[config.mk]
export PLATFORM = sky130hd
export DESIGN_NAME = xm23_exec_ctrl
export DESIGN_NICKNAME = d
export VERILOG_FILES = /design/src/rtl/xm23_pkg.sv /design/src/rtl/key_debounce.sv /design/src/rtl/xm23_exec_ctrl.sv
export SDC_FILE = /design/constraint.sdc
export NUM_CORES = 1
export LEC_CHECK = 0
export BUFFER_PORTS_ARGS = -buffer_cell sky130_fd_sc_hd__buf_4
export CORE_UTILIZATION = 25
export CTS_CLUSTER_DIAMETER = 60
export DETAILED_ROUTE_END_ITERATION = 16
export GPL_ROUTABILITY_DRIVEN = 0
export PLACE_DENSITY = 0.45
export SLEW_MARGIN = 10
export SYNTH_ARGS = -nofsm -noshare
export SYNTH_HDL_FRONTEND = slang
export SYNTH_SLANG_ARGS = --single-unit
[constraint.sdc]
create_clock -name CLOCK_50 -period 2 [get_ports CLOCK_50]
set_input_delay 0.4 -clock CLOCK_50 [delete_from_list [all_inputs] [get_ports CLOCK_50]]
set_output_delay 0.4 -clock CLOCK_50 [all_outputs]
set_load 0.01 [all_outputs]
[src/rtl/xm23_pkg.sv]
// Constants and types shared by the XM23 CPU and its execution controller.
package xm23_pkg;

  localparam int unsigned XM23_ADDR_W  = 16;
  localparam int unsigned EXEC_STATE_W = 2;

  typedef enum logic [EXEC_STATE_W-1:0] {
    EX_HALT  = 2'd0,
    EX_STEP  = 2'd1,
    EX_RUN   = 2'd2,
    EX_BREAK = 2'd3
  } exec_state_t;

  function automatic logic exec_is_halted(input exec_state_t s);
    return (s == EX_HALT) || (s == EX_BREAK);
  endfunction

endpackage

[src/rtl/key_debounce.sv]
// Active-low pushbutton conditioner: 2-FF synchronizer, counting debouncer and
// a single-cycle pulse on each accepted press.
module key_debounce #(
  parameter int unsigned DEBOUNCE_CYCLES = 500000
) (
  input  logic CLOCK_50,
  input  logic RST,
  input  logic key_n,
  output logic level,
  output logic fall_pulse
);

  localparam int unsigned CNT_W = $clog2(DEBOUNCE_CYCLES + 1);
  localparam logic [CNT_W-1:0] CNT_MAX = CNT_W'(DEBOUNCE_CYCLES);

  logic             r_s1, r_s2, r_hist;
  logic [CNT_W-1:0] r_cnt;
  logic             r_level, r_fall, r_armed;
  logic             w_same, w_sat;

  assign w_same = (r_s2 == r_hist);
  assign w_sat  = (r_cnt == CNT_MAX);

  // r_cnt counts consecutive samples equal to r_hist. A fall is only reported
  // once a released level has been accepted, so a key held through reset
  // stays silent until it is let go and pressed again.
  always_ff @(posedge CLOCK_50 or posedge RST) begin
    if (RST) begin
      r_s1    <= 1'b1;
      r_s2    <= 1'b1;
      r_hist  <= 1'b1;
      r_cnt   <= '0;
      r_level <= 1'b1;
      r_fall  <= 1'b0;
      r_armed <= 1'b0;
    end else begin
      r_s1   <= key_n;
      r_s2   <= r_s1;
      r_hist <= r_s2;
      r_fall <= 1'b0;
      if (!w_same)
        r_cnt <= CNT_W'(1);
      else if (!w_sat)
        r_cnt <= r_cnt + 1'b1;
      if (w_sat) begin
        r_level <= r_hist;
        if (r_hist)
          r_armed <= 1'b1;
        if (r_level && !r_hist && r_armed)
          r_fall <= 1'b1;
      end
    end
  end

  assign level      = r_level;
  assign fall_pulse = r_fall;

endmodule

[src/rtl/xm23_exec_ctrl.sv]
// XM23 run/step/breakpoint controller: gates the CPU clock enable from a
// debounced step key, a run switch and a single address breakpoint.
module xm23_exec_ctrl
  import xm23_pkg::*;
#(
  parameter int unsigned DEBOUNCE_CYCLES = 500000,
  parameter int unsigned AW              = XM23_ADDR_W
) (
  input  logic                    CLOCK_50,
  input  logic                    RST,
  input  logic                    step_key,
  input  logic                    run_sw,
  input  logic                    bkpt_en,
  input  logic [AW-1:0]           bkpt_addr,
  input  logic [AW-1:0]           pc,
  input  logic                    instr_done,
  output logic                    cpu_ce,
  output logic [EXEC_STATE_W-1:0] state,
  output logic                    halted,
  output logic                    bkpt_hit
);

  logic        w_key_level, w_key_fall, w_press;
  logic [1:0]  r_run_sync;
  logic        w_run, w_bkpt_match;
  exec_state_t r_state, w_next;
  logic        r_cpu_ce, r_halted, r_bkpt_hit;

  key_debounce #(.DEBOUNCE_CYCLES(DEBOUNCE_CYCLES)) u_step_key (
    .CLOCK_50   (CLOCK_50),
    .RST        (RST),
    .key_n      (step_key),
    .level      (w_key_level),
    .fall_pulse (w_key_fall)
  );

  // The fall pulse always coincides with a low level; the AND keeps the two
  // debouncer outputs consistent by construction.
  assign w_press = w_key_fall & ~w_key_level;

  always_ff @(posedge CLOCK_50 or posedge RST) begin
    if (RST) r_run_sync <= '0;
    else     r_run_sync <= {r_run_sync[0], run_sw};
  end

  assign w_run        = r_run_sync[1];
  assign w_bkpt_match = bkpt_en && (pc == bkpt_addr);

  always_comb begin
    w_next = r_state;
    case (r_state)
      EX_HALT:  if (w_press) w_next = w_run ? EX_RUN : EX_STEP;
      EX_STEP:  if (instr_done) w_next = EX_HALT;
      EX_RUN: begin
        if (instr_done) begin
          if (w_bkpt_match) w_next = EX_BREAK;
          else if (!w_run)  w_next = EX_HALT;
        end
      end
      EX_BREAK: if (w_press) w_next = EX_STEP;
      default:  w_next = EX_HALT;
    endcase
  end

  always_ff @(posedge CLOCK_50 or posedge RST) begin
    if (RST) begin
      r_state    <= EX_HALT;
      r_cpu_ce   <= 1'b0;
      r_halted   <= 1'b1;
      r_bkpt_hit <= 1'b0;
    end else begin
      r_state    <= w_next;
      r_cpu_ce   <= (w_next == EX_STEP) || (w_next == EX_RUN);
      r_halted   <= exec_is_halted(w_next);
      r_bkpt_hit <= (w_next == EX_BREAK);
    end
  end

  assign state    = r_state;
  assign cpu_ce   = r_cpu_ce;
  assign halted   = r_halted;
  assign bkpt_hit = r_bkpt_hit;

endmodule

==> key figures <==
Finish
  – Nets: 253
  – Post-route insts no fill: ~290
  – Layout cells sized above 1: between 30% and 40%
  – Synth-to-Final Area Change: 36.4%
  – Antenna Diode Count: 0

Timing
  – Max-slew headroom: 73.4%
  – Tcrit/Tclk final: 93.0%
  – Clk_skew: 1.76 ps
  – Worst Slack Setup Final: around 140 ps
  – RSZ-0062 raised after global routing: no
  – Tmin final: roughly 1900 ps
  – Worst-margin pin slew: 394 ps
  – Final Max Slew Viols: 0
  – F_max: 0.538 GHz
  – Final setup fails: 0
  – Final hold violations: 0
  – Worst hold slack: 201 ps

Global routing
  – Grt ovf: 0
  – Overall routing resource usage: 11.4%
  – Vias in the first global route: ~1300
  – Initial antenna violation count: 0
  – First-pass GRT wire length: between 5000 and 6000 µm
  – Largest net degree at the start of global routing: 33

Routing
  – DR pass1 iterations: 4
  – Total Wirelength: 3290 µm
  – Antenna-violating nets left: 0
  – Via count: 1262
  – 1st-iter DRT viols: 38
  – DRC errors left: 0
  – Post-DR vias/cell: around 4.4
  – DR WL/cell: 11.4 µm

Logic synthesis
  – Asr flop ratio synth: 100%
  – Synth Area in Compound Gates: a little over 5%
  – Area share of the largest cell type after synthesis: 41.8%
  – Ys Warns: 0
  – Commonest cells post-synth: dfrtp_1 (27), nor2_1 (17), xnor2_1 (17)
  – Register area share after synthesis: 49.9%
  – Top area cells in the synthesized netlist: dfrtp_1 (42%), xnor2_1 (9.2%), dfstp_2 (8.1%), xor2_1 (7.6%), nor2_1 (3.9%)
  – Simple-gate share of the synthesized area: 22.2%
  – Main combinational cell family by area after synthesis: simple AND/OR/NAND/NOR gates
  – Xor and xnor area share after synthesis: 16.8%
  – Mapped Avg Cell Area: 10.4 µm²
  – Most frequent cell after synthesis: dfrtp_1
  – Mux contribution to synthesized area: around 1.3%
  – Mapped Nets: 197
  – Synth Instances: between 150 and 200
  – Synth Area in Adders: 2.32%
  – Seq cells post-synth: 32
  – Area leader, netlist: dfrtp_1
  – Post-synth EDFFs: 0
  – Top FF cell, synth: dfrtp_1
  – Netlist Area Pre-Place: 1620 µm²
  – Number of distinct library cells after synthesis: 35

Floorplan
  – FP Rows: 28
  – I/O pin cnt: 43
  – Die Y: 82.4 µm
  – Core area: 6060 µm²
  – Die area: 6790 µm²
  – DIE WIDTH: a little over 80 µm
  – Initial Util: 26.7%

Worst setup path
  – CP Data Required Time: 2160 ps
  – R2r startpoint: u_step_key.r_cnt[2]$_DFFE_PP0P_
  – Crit Path Max Fanout: 3
  – Worst path slowest cell: or4_1
  – Worst setup SP type: primary input
  – Cell Chain, Critical Path: buf_4, xor2_1, nor4_1, nand4_1, or4_1, a31oi_2, ha_1
  – CP peak stage delay: about 470 ps
  – Worst Setup SP: bkpt_addr[11]
  – Worst setup EP type: flop
  – CP Class: primary input to flop
  – Critical path arrival: 2020 ps

Power and ir drop
  – VDD IR max: a little over 0.0004 V
  – Total power divided by cell area: 681 nW/µm²
  – Lkg Pwr: 0.000989 µW
  – Pwr Total: between 1500 and 2000 µW

CTS
  – CTS tree: yes
  – CTS clk-pin slew, worst paths: 70 ps
  – Root Buffer: clkbuf_8
  – Post-CTS sizing: 0
  – H-tree Lvls: 2
  – Clk_lat worst skew: 280 ps
  – Clock Sinks: 32
  – CTS Hold Bufs: 0
  – CTS max path bufs: 2
  – Number of CTS-inserted buffers: 5
  – Post-CTS Setup Bufs: 0

Run
  – Max Cap Violations: 0

Placed design
  – Port buffer count: 42
  – Dpl hpwl: 2490 µm
  – Post-placement cell count: 280
  – Pre-CTS setup slack: -162 ps

Status
  – Status: finished clean

Min path
  – HP Class: primary input to async pin
## final timing paths
kind,to,slack [ps],cells past startpoint
max,cpu_ce$_DFF_PP0_,140,7
min,u_step_key.r_armed$_DFFE_PP0P_,200,3
max reg2reg,u_step_key.level$_DFFE_PP1N_,170,4
min reg2reg,r_run_sync[1]$_DFF_PP0_,350,0
max in group asynchronous,halted$_DFF_PP1_,1470,3
min in group CLOCK_50,r_run_sync[0]$_DFF_PP0_,220,1
## cells by family after synthesis
kind of cell    after synthesis
simple gates                 64
xor+xnor                     31
buf+inv                       9
fa+ha+maj                     3
compound gates               15
mux                           2
flops                        32
## power breakdown
| group | switching [µW] | internal [µW] |
|---|---|---|
| Combinational | 91.5 | 114 |
| Clock | 248 | 368 |
| Sequential | 11.4 | 668 |
| Total | 350 | 1150 |
## metal layers
metal | up-vias | track usage (%) | part of all wire [%]
met1 | 573 | 15.2 | 50
met4 | 0 | 4.74 | 1.5
met5 | - | 0 | 0
li1 | 646 | - | -
met2 | 35 | 16.7 | 44
met3 | 8 | 3.74 | 5.3
## critical path: cells and delay by family
family	cells	cell delay (ps)
buf+inv	1	110
fa+ha+maj	1	270
compound gates	1	240
simple gates	3	860
xor+xnor	1	140
## stage by stage
stage	cell area [µm²]	utilization (%)	TNS [ps]
3_3_place_gp	2090	34.4	-227
3_5_place_dp	2090	34.4	-317
4_1_cts	2200	36.3	0
6_report	2200	36.4	0
2_1_floorplan	1620	-	0
5_1_grt	2200	36.4	0
## flip-flops by register name (all words and copies together), names as in the netlist
name and count:
halted 1, r_run_sync 2, u_step_key.r_cnt 19, u_step_key.r_armed 1, bkpt_hit 1, u_step_key.fall_pulse 1, cpu_ce 1, u_step_key.r_s2 1
u_step_key.level 1, state 2, u_step_key.r_s1 1, u_step_key.r_hist 1
## cell type report
class,count,area (µm²)
timing repair buffer,52,390
multi-input combinational,115,779
fill,613,3860
clock buffer,5,68.8
tap,75,93.8
sequential,32,807
inverter,6,22.5
clock inverter,3,42.5
## cell usage in the layout (no fill, tap or decap), drive strengths merged, types with 3 or more instances in the layout
cell type | netlist | layout
a21o | 3 | 3
nor2 | 18 | 18
nand3 | 6 | 6
o21ai | 5 | 5
inv | 6 | 6
or3 | 5 | 5
ha | 3 | 3
nand2 | 6 | 6
clkbuf | 1 | 5
xor2 | 14 | 14
dfrtp | 27 | 27
nand4 | 9 | 9
a21oi | 6 | 6
dfstp | 5 | 5
xnor2 | 17 | 17
buf | 2 | 52
No activity file was read; power rests on OpenSTA's default activity.
